**config.mk**
```make
export PLATFORM = sky130hd
export DESIGN_NAME = fft_twiddle_gen
export DESIGN_NICKNAME = d
export VERILOG_FILES = /design/src/rtl/fft_pkg.sv /design/src/rtl/fft_twiddle_qrom.sv /design/src/rtl/fft_twiddle_gen.sv
export SDC_FILE = /design/constraint.sdc
export NUM_CORES = 1
export LEC_CHECK = 0
export ABC_CLOCK_PERIOD_IN_PS = 4700
export BUFFER_PORTS_ARGS = -buffer_cell sky130_fd_sc_hd__buf_2
export CAP_MARGIN = 20
export CORE_MARGIN = 2
export CORE_UTILIZATION = 30
export CTS_CLUSTER_DIAMETER = 50
export CTS_CLUSTER_SIZE = 25
export DETAILED_ROUTE_END_ITERATION = 10
export GPL_ROUTABILITY_DRIVEN = 0
export SLEW_MARGIN = 20
export SYNTH_ARGS = -nofsm -noshare
export SYNTH_HDL_FRONTEND = slang
export SYNTH_SLANG_ARGS = --single-unit
```
**constraint.sdc**
```tcl
create_clock -name clk -period 4.7 [get_ports clk]
set_input_delay 0.705 -clock clk [delete_from_list [all_inputs] [get_ports clk]]
set_output_delay 0.705 -clock clk [all_outputs]
set_load 0.03 [all_outputs]
```
**src/rtl/fft_pkg.sv**
```systemverilog
// Shared constants and helpers for the twiddle-factor generator.
// Quadrant encoding matches the top two bits of the phase index.
package fft_pkg;

   typedef enum logic [1:0] {Q0, Q1, Q2, Q3} quad_t;

   localparam real PI     = 3.14159265358979323846;
   localparam int  TW_W   = 16;
   localparam int  TW_MAX = (1 << (TW_W - 1)) - 1;

   function automatic int clog2(input int v);
      int r;
      r = 0;
      while ((1 << r) < v) r++;
      return r;
   endfunction

   function automatic int tw_max(input int w);
      return (1 << (w - 1)) - 1;
   endfunction

endpackage

```
**src/rtl/fft_twiddle_qrom.sv**
```systemverilog
// Quarter-wave cosine ROM, N/4+1 entries, two registered read ports.
// Entries are built at elaboration from real-valued cosine.
import fft_pkg::*;

module fft_twiddle_qrom #(
   parameter int N     = 64,
   parameter int WIDTH = 16,
   parameter int AW    = 5
) (
   input  logic             clk,
   input  logic             en,
   input  logic [AW-1:0]    addr_a,
   input  logic [AW-1:0]    addr_b,
   output logic [WIDTH-1:0] data_a,
   output logic [WIDTH-1:0] data_b
);

   localparam int DEPTH = N / 4 + 1;

   function automatic logic [WIDTH-1:0] cval(input int i);
      real x;
      x = $cos(2.0 * PI * i / N) * real'(tw_max(WIDTH));
      return WIDTH'($rtoi(x + 0.5));
   endfunction

   logic [WIDTH-1:0] rom [DEPTH];

   for (genvar i = 0; i < DEPTH; i++) begin : g_rom
      localparam logic [WIDTH-1:0] CV = cval(i);
      assign rom[i] = CV;
   end

   always_ff @(posedge clk) begin
      if (en) begin
         data_a <= rom[addr_a];
         data_b <= rom[addr_b];
      end
   end

endmodule

```
**src/rtl/fft_twiddle_gen.sv**
```systemverilog
// Pipelined radix-2 twiddle generator: W = exp(-/+ j*2*pi*k*n/N).
// S1 phase product, S2 quadrant split + ROM, S3 sign/swap.
import fft_pkg::*;

module fft_twiddle_gen #(
   parameter int N     = 64,
   parameter int WIDTH = 16,
   parameter int TAG_W = 4
) (
   input  logic                  clk,
   input  logic                  rst,
   input  logic                  in_valid,
   output logic                  in_ready,
   input  logic [clog2(N)-1:0]   in_k,
   input  logic [clog2(N)-1:0]   in_n,
   input  logic                  in_inv,
   input  logic [TAG_W-1:0]      in_tag,
   output logic                  out_valid,
   input  logic                  out_ready,
   output logic [WIDTH-1:0]      out_re,
   output logic [WIDTH-1:0]      out_im,
   output logic [TAG_W-1:0]      out_tag
);

   localparam int L  = clog2(N);
   localparam int AW = L - 1;

   logic             adv;
   logic             v1, v2;
   logic             inv1, inv2;
   logic [L-1:0]     m1;
   logic [TAG_W-1:0] tag1, tag2;
   quad_t            q2;
   logic [AW-1:0]    ra, rb;
   logic [WIDTH-1:0] ca, cb;
   logic [WIDTH-1:0] cs, sn;

   assign adv      = !out_valid || out_ready;
   assign in_ready = adv && !rst;

   // r indexes cos from the quadrant start, N/4-r gives the matching sin
   assign ra = AW'(m1 & L'(N / 4 - 1));
   assign rb = AW'(N / 4) - ra;

   always_ff @(posedge clk) begin
      if (rst) begin
         v1        <= 1'b0;
         v2        <= 1'b0;
         out_valid <= 1'b0;
         out_re    <= '0;
         out_im    <= '0;
         out_tag   <= '0;
      end else if (adv) begin
         v1        <= in_valid;
         v2        <= v1;
         out_valid <= v2;
         if (v2) begin
            out_re  <= cs;
            out_im  <= inv2 ? sn : -sn;
            out_tag <= tag2;
         end
      end
   end

   always_ff @(posedge clk) begin
      if (adv) begin
         m1   <= in_k * in_n;
         inv1 <= in_inv;
         tag1 <= in_tag;
         q2   <= quad_t'(m1[L-1:L-2]);
         inv2 <= inv1;
         tag2 <= tag1;
      end
   end

   fft_twiddle_qrom #(
      .N     (N),
      .WIDTH (WIDTH),
      .AW    (AW)
   ) u_qrom (
      .clk    (clk),
      .en     (adv),
      .addr_a (ra),
      .addr_b (rb),
      .data_a (ca),
      .data_b (cb)
   );

   always_comb begin
      cs = '0;
      sn = '0;
      unique case (q2)
         Q0: begin cs = ca;  sn = cb;  end
         Q1: begin cs = -cb; sn = ca;  end
         Q2: begin cs = -ca; sn = -cb; end
         Q3: begin cs = cb;  sn = -ca; end
      endcase
   end

endmodule

```
==> results.md <==
- PD cells: 565 nW/µm²
- met1 routing resource usage after global routing: 0.191
- Max FO, Critical Path: 24
- Setup Buffers After CTS: 0
- status: finished, final reports clean
- Setup TNS: 0 ns
- via count of the first global-routing pass: 4,639
- wire length of the first global-routing pass: 24,500 µm
- commonest cells in the synthesized netlist: sky130_fd_sc_hd__nand2_1 (76), sky130_fd_sc_hd__nor2_1 (63), sky130_fd_sc_hd__a21oi_1 (54)
- Final Critical Period: 3.56 ns
- Top-Level Pins: 59
- Setup crit start: q2[1]$_DFFE_PN_
- flip-flop cell with the highest count after synthesis: sky130_fd_sc_hd__edfxtp_1
- die height: 146 µm
- delay of the slowest critical-path stage: 0.94 ns
- Max Clock Skew: 0.00629 ns
- DR pass1 iterations: 5
- met2 demand-to-capacity share in global routing: 0.223
- share of async-settable or async-resettable flops after synthesis: 0
- core area: 19,600 µm²
- PnR worst setup slack: 1.14 ns
- final setup fails: 0
- net total in the final layout: 764
- Critical Path RT: 4.95 ns
- most used cell, CP: sky130_fd_sc_hd__o21ai_0
- Post-Syn Instances: 702
- total number of vias: 5,196
- crit path cell chain: inv_1 > a21o_1 > xnor2_1 > o21ai_0 > nand2_1 > nor3_1 > o21ai_0 > a311oi_1
- post-synth design cell area: 6040 µm²
- total length of routed wires: 14,900 µm
- number of H-tree levels: 3
- count of unique library cells instantiated by Yosys: 64
- First DRT Iteration DRCs: 448
- RR Startpoint: q2[1]$_DFFE_PN_
- fraction of final layout cells sized beyond drive strength 1: 0.150
- highest achievable clock rate: 281 MHz
- via density per instance: 5.24
- CP startpoint kind: flip-flop
- routed length per instance: 15.0 µm
- post-synthesis register bit count: 87
- hold_buf cts: 0
- count of synthesis-stage warnings from yosys: 0
- clock tree from TritonCTS: yes
- area of the die: 21,300 µm²
- top cells by area in the synthesized netlist: sky130_fd_sc_hd__edfxtp_1 (24%), sky130_fd_sc_hd__dfxtp_1 (13%), sky130_fd_sc_hd__nand2_1 (4.7%)
- final global-route overflow total: 0
- mean instance size in the synthesized netlist: 8.61 µm²
- pin count of the biggest net entering global routing: 55
- synthesized net count: 745
- data arrival time of the critical path: 3.81 ns
- Clock Sinks: 87
- worst setup slack after placement: 1.09 ns
- worst relative slew slack: 0.352
- post-synth top area cell: sky130_fd_sc_hd__edfxtp_1
- number of enable-type register cells in the synthesized netlist: 48
- Final Hold Viols: 0
- worst slew pin tran: 0.968 ns
- post-route clock period utilization: 0.758
- number of placement rows: 51
- category of the critical setup timing path: flip-flop to flip-flop
- Leakage Power: 2.50 nW
- clock buffer depth: 2
- number of buffers created by CTS: 9
- share of Yosys cell area claimed by the top area cell type: 0.239
- category of the worst setup path capture point: flip-flop
- detailed-placement wirelength estimate: 10,800 µm
- met3 usage in global routing: 0.0304
- Seq/Total Area, Yosys: 0.368
- worst hold path type: flip-flop to flip-flop
- most numerous cell in the Yosys netlist: sky130_fd_sc_hd__nand2_1
- CTS-repair resized insts: 0
- horizontal die dimension: 146 µm
- total of buffers placed on input and output ports: 58
- DRC Markers: 0
- Critical-path top delay cell: sky130_fd_sc_hd__edfxtp_1
- clock latency at the later pin of the worst-skew pair: 0.34 ns
- Hold Path Origin: m1[4]$_DFFE_PN_
- antenna violations before repair: 0
- Antenna Violating Nets Remaining: 0
- clock-pin slew of the registers on the worst-case setup and hold paths: 0.06 ns
- worst supply voltage drop on vdd: 206 µV
- unrepaired setup endpoints after global routing: false
- MaxCap Viol Count: 0
- initial cell density of the core: 0.308
- root cell of the clock tree: sky130_fd_sc_hd__clkbuf_16
- final antenna diode count: 0
- total routing usage reported by global routing: 0.140
- layer with the highest usage after global routing: met2
- area delta synth->final: 12.3%
- final slew viol count: 0
==> logic make-up (layout without fill, tap and decap cells) <==
| group | count (synthesis) | in the layout | share of synthesized area |
|---|---|---|---|
| AO/OA/AOI/OAI | 201 | 201 | 0.229 |
| XOR/XNOR | 38 | 38 | 0.0551 |
| adder cells (fa/ha/maj) | 22 | 22 | 0.0518 |
| buffers and inverters | 78 | 102 | 0.0501 |
| flip-flops | 87 | 87 | 0.368 |
| multiplexers | 19 | 19 | 0.0381 |
| AND/OR/NAND/NOR | 257 | 257 | 0.208 |
==> registers in the layout, indices dropped and copies added (netlist names), 2 cells and up <==
register       cells
m1                 6
out_im            16
out_re            16
out_tag            4
q2                 2
tag1               4
tag2               4
u_qrom.data_a     15
u_qrom.data_b     15
==> critical path, delay by kind of cell, from the launching register on <==
family | cells | cell delay, ns
AOI/OAI and AO/OA | 4 | 1.21
xor gates and xnor gates | 1 | 0.11
buffers and inverters | 1 | 0.50
DFF | 1 | 0.94
and+or+nand+nor | 2 | 0.68
==> final timing paths <==
| path | endpoint | slack, ns | cells past startpoint |
|---|---|---|---|
| max | out_im[9]$_SDFFE_PP0P_ | 1.14 | 8 |
| min | q2[0]$_DFFE_PN_ | 0.43 | 0 |
| max reg2reg | out_im[9]$_SDFFE_PP0P_ | 1.14 | 8 |
| min reg2reg | q2[0]$_DFFE_PN_ | 0.43 | 0 |
==> per-stage QoR <==
stage,area (µm²),hold WS (ns),cells,total power (W),util
after floorplan,6040,0.400,702,0.00270,-
after CTS,6790,0.421,991,0.00384,0.346
after detailed placement,6510,0.406,975,0.00316,0.332
after global placement,6510,0.403,975,0.00315,0.332
after global routing,6790,0.424,991,0.00413,0.346
final,6790,0.426,991,0.00383,0.346
==> power breakdown <==
| part | internal (W) | total, W | leakage, nW | switching [W] |
|---|---|---|---|---|
| registers | 0.00101 | 0.00131 | 0.821 | 0.000295 |
| clock network | 0.000364 | 0.000664 | 0.132 | 0.000300 |
| logic | 0.000756 | 0.00186 | 1.55 | 0.00110 |
==> area by class of cell <==
type | count | area (µm²)
fill | 2048 | 12800
clock buffer | 9 | 225
sequential | 87 | 2220
timing repair buffer | 68 | 365
tap | 265 | 332
inverter | 18 | 67.6
multi-input combinational | 537 | 3520
clock inverter | 7 | 56.3
==> cells in the final DEF, fill, tap and decap left out, drive strengths merged, types with 9 or more instances in the layout <==
cell type	instances
edfxtp	48
or2	10
nor3	24
clkbuf	9
xnor2	31
o31ai	12
inv	18
a31oi	14
nand2b	11
buf	68
mux2i	14
or3	9
a21oi	54
ha	17
nor2	63
dfxtp	39
a211oi	19
o211ai	15
and2	20
nand2	76
or4	11
o21ai	33
nand3	9
==> per-layer routing <==
layer | routed length [µm] | share of wire
met1 | 7080 | 0.48
met2 | 6920 | 0.46
met3 | 636 | 0.043
met4 | 269 | 0.018
met5 | 0 | 0
No activity file was read; power rests on OpenSTA's default activity.
